<file path="src/rtl/ym3438_out_mix.sv">
// ym3438_out_mix: per-frame stereo mixer for six time-multiplexed channels.
// Sums panned channel samples and publishes one L/R pair per frame.
module ym3438_out_mix (
  input  logic        MCLK,
  input  logic        reset,
  input  logic [8:0]  ch_out,
  input  logic [1:0]  ch_pan,
  input  logic        ch_strobe,
  input  logic        frame_start,
  output logic [11:0] out_l,
  output logic [11:0] out_r,
  output logic        out_valid,
  output logic        frame_err
);

  typedef enum logic {
    IDLE  = 1'b0,
    ACCUM = 1'b1
  } state_t;

  localparam logic [2:0] LAST_SLOT = 3'd5;

  state_t      state;
  logic [2:0]  slot;
  logic [11:0] acc_l;
  logic [11:0] acc_r;

  logic [11:0] smp;
  logic [11:0] add_l;
  logic [11:0] add_r;
  logic [11:0] sum_l;
  logic [11:0] sum_r;

  logic        ev_start;
  logic        ev_step;
  logic        ev_last;
  logic        slot_ok;

  // Offset binary to signed: flip the MSB, then sign-extend.
  assign smp   = {{4{~ch_out[8]}}, ch_out[7:0]};
  assign add_l = ch_pan[1] ? smp : 12'd0;
  assign add_r = ch_pan[0] ? smp : 12'd0;
  assign sum_l = acc_l + add_l;
  assign sum_r = acc_r + add_r;

  assign slot_ok  = (slot <= LAST_SLOT);
  assign ev_start = ch_strobe & frame_start;
  assign ev_step  = ch_strobe & ~frame_start
                  & (slot != LAST_SLOT);
  assign ev_last  = ch_strobe & ~frame_start
                  & (slot == LAST_SLOT);

  // Frame FSM: collect six contributions, then publish the sums.
  always_ff @(posedge MCLK or posedge reset) begin
    if (reset) begin
      state     <= IDLE;
      slot      <= 3'd0;
      acc_l     <= 12'd0;
      acc_r     <= 12'd0;
      out_l     <= 12'd0;
      out_r     <= 12'd0;
      out_valid <= 1'b0;
      frame_err <= 1'b0;
    end else begin
      out_valid <= 1'b0;
      frame_err <= 1'b0;
      if (!slot_ok) begin
        state <= IDLE;
        slot  <= 3'd0;
        acc_l <= 12'd0;
        acc_r <= 12'd0;
      end else begin
        case (state)
          IDLE: begin
            if (ev_start) begin
              state <= ACCUM;
              slot  <= 3'd1;
              acc_l <= add_l;
              acc_r <= add_r;
            end
          end
          ACCUM: begin
            unique case (1'b1)
              ev_start: begin
                frame_err <= 1'b1;
                slot      <= 3'd1;
                acc_l     <= add_l;
                acc_r     <= add_r;
              end
              ev_last: begin
                out_l     <= sum_l;
                out_r     <= sum_r;
                out_valid <= 1'b1;
                state     <= IDLE;
                slot      <= 3'd0;
                acc_l     <= 12'd0;
                acc_r     <= 12'd0;
              end
              ev_step: begin
                slot  <= slot + 3'd1;
                acc_l <= sum_l;
                acc_r <= sum_r;
              end
              default: ;
            endcase
          end
          default: begin
            state <= IDLE;
            slot  <= 3'd0;
          end
        endcase
      end
    end
  end

endmodule

</file>
<file path="config.mk">
export PLATFORM = sky130hd
export DESIGN_NAME = ym3438_out_mix
export DESIGN_NICKNAME = d
export VERILOG_FILES = /design/src/rtl/ym3438_out_mix.sv
export SDC_FILE = /design/constraint.sdc
export NUM_CORES = 1
export LEC_CHECK = 0
export ABC_AREA = 0
export ABC_CLOCK_PERIOD_IN_PS = 2700
export BUFFER_PORTS_ARGS = -buffer_cell sky130_fd_sc_hd__buf_2
export CAP_MARGIN = 25
export CORE_MARGIN = 2
export CORE_UTILIZATION = 35
export CTS_BUF_LIST = sky130_fd_sc_hd__clkbuf_4
export CTS_CLUSTER_SIZE = 28
export DETAILED_ROUTE_END_ITERATION = 10
export GPL_TIMING_DRIVEN = 0
export PLACE_DENSITY = 0.49
export SLEW_MARGIN = 5
export SYNTH_ARGS = -nofsm -noshare
export SYNTH_HDL_FRONTEND = slang
export SYNTH_SLANG_ARGS = --single-unit
</file>
<file path="constraint.sdc">
create_clock -name MCLK -period 2.7 [get_ports MCLK]
set_input_delay 0.27 -clock MCLK [delete_from_list [all_inputs] [get_ports MCLK]]
set_output_delay 0.27 -clock MCLK [all_outputs]
set_load 0.01 [all_outputs]
</file>
==> reports/metrics.yaml <==
critical_path:
  cp_num_buf_inv: 3
  r2r_setup_slack_ps: 140
  slowest_delay_ps: 430
  crit_path_end: "acc_r[10]"
  crit_chain: "buf_4, buf_4, buf_4, and2_1, ha_2, ha_2, a21oi_1, o32a_1, o22ai_2, and2_2, a311oi_2, or4_1, o211ai_1"
  path_delay_family: "compound AO/OA/AOI/OAI gates"
  r2r-start: "acc_r[1]"
  cp-end-kind: "register"
  crit_start: "ch_pan[0]"
  cp_num_cells: 13
  crit_arrival_ps: 2900
  cp_slowest_cell: "or4_1"
  rr_worst_depth: 10
  path_max_fanout: 10
  cpMostUsedCell: "buf_4"
  crit_type: "primary input to register"
  crit_required_ps: 3030
  start_kind: "primary input"
  reg2reg_to: "acc_r[10]"
route:
  first_pass_iters: 4
  drc: 0
  num_vias: 3649
  wl_met3_um: 603
  routed_via_density: 5.52
  drtAntennaViolNets: 0
  routed_wl_um: 11700
  wl_met1_um: 5440
  wl_per_cell_um: 17.6
  drt-initial-drc-count: 279
  met2WireLength_um: 5500
  routed.top_layer: "met4"
placement:
  gp_congestion: 0.835
  place.detailed.hpwl_um: 8640
  numPortBuffers: 36
  place_ws_ps: -409
  postPlaceCellArea_mm2: 0.00435
floorplan:
  die_h_um: 110
  rows: 38
  ios: 41
  start_util: 0.363
  core_mm2: 0.0109
  die_w_um: 110
  dieArea_mm2: 0.0122
timing:
  skew_ps: 25.1
  hold_viol_final: 0
  tightest_slew_ps: 722
  fmax_ghz: 0.389
  fin_crit_sh: 0.953
  worst_slack_ps: 128
  period_minus_slack_ps: 2570
  drv_slew: 0
  rsz0062_at_grt: "yes"
  relSlewSlack: 0.518
  setup_viol: 0
logic_synthesis:
  synth_edf_count: 0
  synth_fp_nets: 505
  yosysWarnings: 0
  yosysSeqAreaShare: 0.341
  ys_types: 78
  yosys_most_used_dff: "dfrtp_1"
  syn_inst: 475
  async_reset_ff_frac: 1.00
  netlist_area_mm2: 0.00397
  ys_ff_latch: 54
  avgSynthCellArea_um2: 8.35
cells_and_area:
  antenna_cells: 0
  layout_commonest_cell: "nand2_1"
  most-common-layout-cells: "82 x nand2_1, 54 x dfrtp_1, 44 x nor2_1"
  final_core_util: 0.405
  nNetsFinal: 550
  final_layout_size_suffix_gt1_frac: 0.177
  finish.instance_area_mm2: 0.00443
  syn2layout_area_growth_pct: 11.8
grt:
  grt_use_total: 0.194
  grt_pass1_vias: 3523
  antenna_found_initial: 0
  grt_pass1_wl_um: 19100
  grt_max_degree: 32
  grt-ovfl-total: 0
run_status:
  status: "finished, final reports clean"
power:
  power_frac_comb: 0.567
  switching_share: 0.454
  leakage_nw: 2.00
  p_total_mw: 3.89
  pwr-share-clk: 0.103
  p_int_mw: 2.13
  max-vdd-ir-drop_mv: 0.347
  power_switching_mw: 1.77
  powerDensity_mw_per_mm2: 878
  pwr-share-seq: 0.330
worst_hold_path:
  holdCritPathClass: "primary input to register"
cts:
  insertion_delay_ps: 410
  cts_root_buf: "clkbuf_4"
  clk_path_buf_depth: 2
  cts_buffers: 5
  cts_htree_levels: 2
  cts_tree: "done"
  postCtsSetupRepairBufs: 0
  clock-sinks: 54
  path_clk_slew_ps: 190
flow_run:
  drv_cap: 0
## Yosys cell counts (2+ instances only)
library cell,n,share of area
nand3b_1,3,0.0057
o31ai_1,2,0.0038
clkbuf_1,17,0.016
maj3_2,2,0.0057
o21ai_0,23,0.029
a21o_1,4,0.0076
a32oi_1,4,0.0088
xor2_1,7,0.015
o22ai_1,5,0.0079
and2_1,10,0.016
a311oi_1,3,0.0066
a21oi_1,27,0.034
ha_1,15,0.047
inv_1,13,0.012
a211oi_1,5,0.0095
nor3_1,8,0.010
nor2_1,44,0.042
mux2i_1,5,0.013
a21oi_2,2,0.0044
buf_4,7,0.013
nor2b_1,3,0.0047
nand3_1,5,0.0063
o21bai_1,3,0.0057
or2_1,3,0.0047
xnor2_1,25,0.055
nand2_1,82,0.078
o21ai_1,12,0.015
nand2b_1,3,0.0047
o211ai_1,6,0.011
a31oi_1,2,0.0032
o32ai_1,2,0.0044
and3_1,2,0.0032
a22oi_1,7,0.013
dfrtp_1,54,0.34
nand4_1,3,0.0047
or4_1,2,0.0038
a221oi_1,6,0.013
buf_2,8,0.010
nand4bb_1,2,0.0057
## worst min-delay path: cells and delay by family
kind            cells  cell delay, ps
compound gates      1              60
buf+inv             1             150
simple gates        2             150
## flip-flops by register name, summed over array words and instances (netlist names)
name       flops
out_r         12
out_l         12
frame_err      1
slot           3
acc_l         12
acc_r         12
out_valid      1
state          1
## power groups by stage
| stage | logic, mW | clock network, mW | registers (mW) |
|---|---|---|---|
| 2_1_floorplan | 1.57 | 0 | 1.34 |
| 3_3_place_gp | 2.17 | 0 | 1.29 |
| 3_5_place_dp | 2.19 | 0 | 1.30 |
| 4_1_cts | 2.20 | 0.411 | 1.29 |
| 5_1_grt | 2.46 | 0.442 | 1.33 |
| 6_report | 2.21 | 0.400 | 1.28 |
## area by class of cell
cell class | count | area, um^2
repair buffers | 38 | 210
fillers | 1175 | 6500
plain buffers | 34 | 183
inverters | 14 | 52.6
well taps | 140 | 175
flip-flops and latches | 54 | 1350
clock buffers | 6 | 45.0
multi-input cells | 373 | 2410
clock inverters | 2 | 8.76
## what timing repair did
| action | CTS | global route |
|---|---|---|
| gates resized for setup | 1 | 13 |
| hold buffers | 1 | 0 |
| hold endpoints to repair | 30 | 0 |
| setup endpoints to repair | 10 | 19 |
## kinds of logic after synthesis
| logic type | count (synthesis) | synth area share |
|---|---|---|
| simple gates | 184 | 0.221 |
| compound gates | 133 | 0.238 |
| flops | 54 | 0.341 |
| buf+inv | 48 | 0.0565 |
| xor+xnor | 33 | 0.0763 |
| fa+ha+maj | 17 | 0.0530 |
| mux | 6 | 0.0155 |
## per-layer routing
layer | GRT usage | vias to the layer above
li1 | - | 1776
met1 | 0.267 | 1795
met2 | 0.326 | 71
met3 | 0.0247 | 7
met4 | 0.0417 | 0
met5 | 0 | -
## through the flow
step | setup TNS [ps] | hold slack (ps) | instances
finish | 0 | 236 | 661
global route | -21.7 | 238 | 661
CTS | 0 | 224 | 661
detailed placement | -3550 | 441 | 652
global placement | -3540 | 453 | 651
floorplan | 0 | 430 | 475
## worst min-delay path by stage
stage | startpoint | end | slack (ps) | cells past startpoint
2_1_floorplan | ch_out[7] | acc_l[7] | 430 | 2
3_3_place_gp | out_l[1] | out_l[1] | 450 | 2
3_5_place_dp | reset | acc_l[10] | 440 | 2
4_1_cts | ch_strobe | state | 220 | 4
5_1_grt | ch_strobe | state | 240 | 4
6_report | ch_strobe | state | 240 | 4
Power figures use the tool's default switching activity.
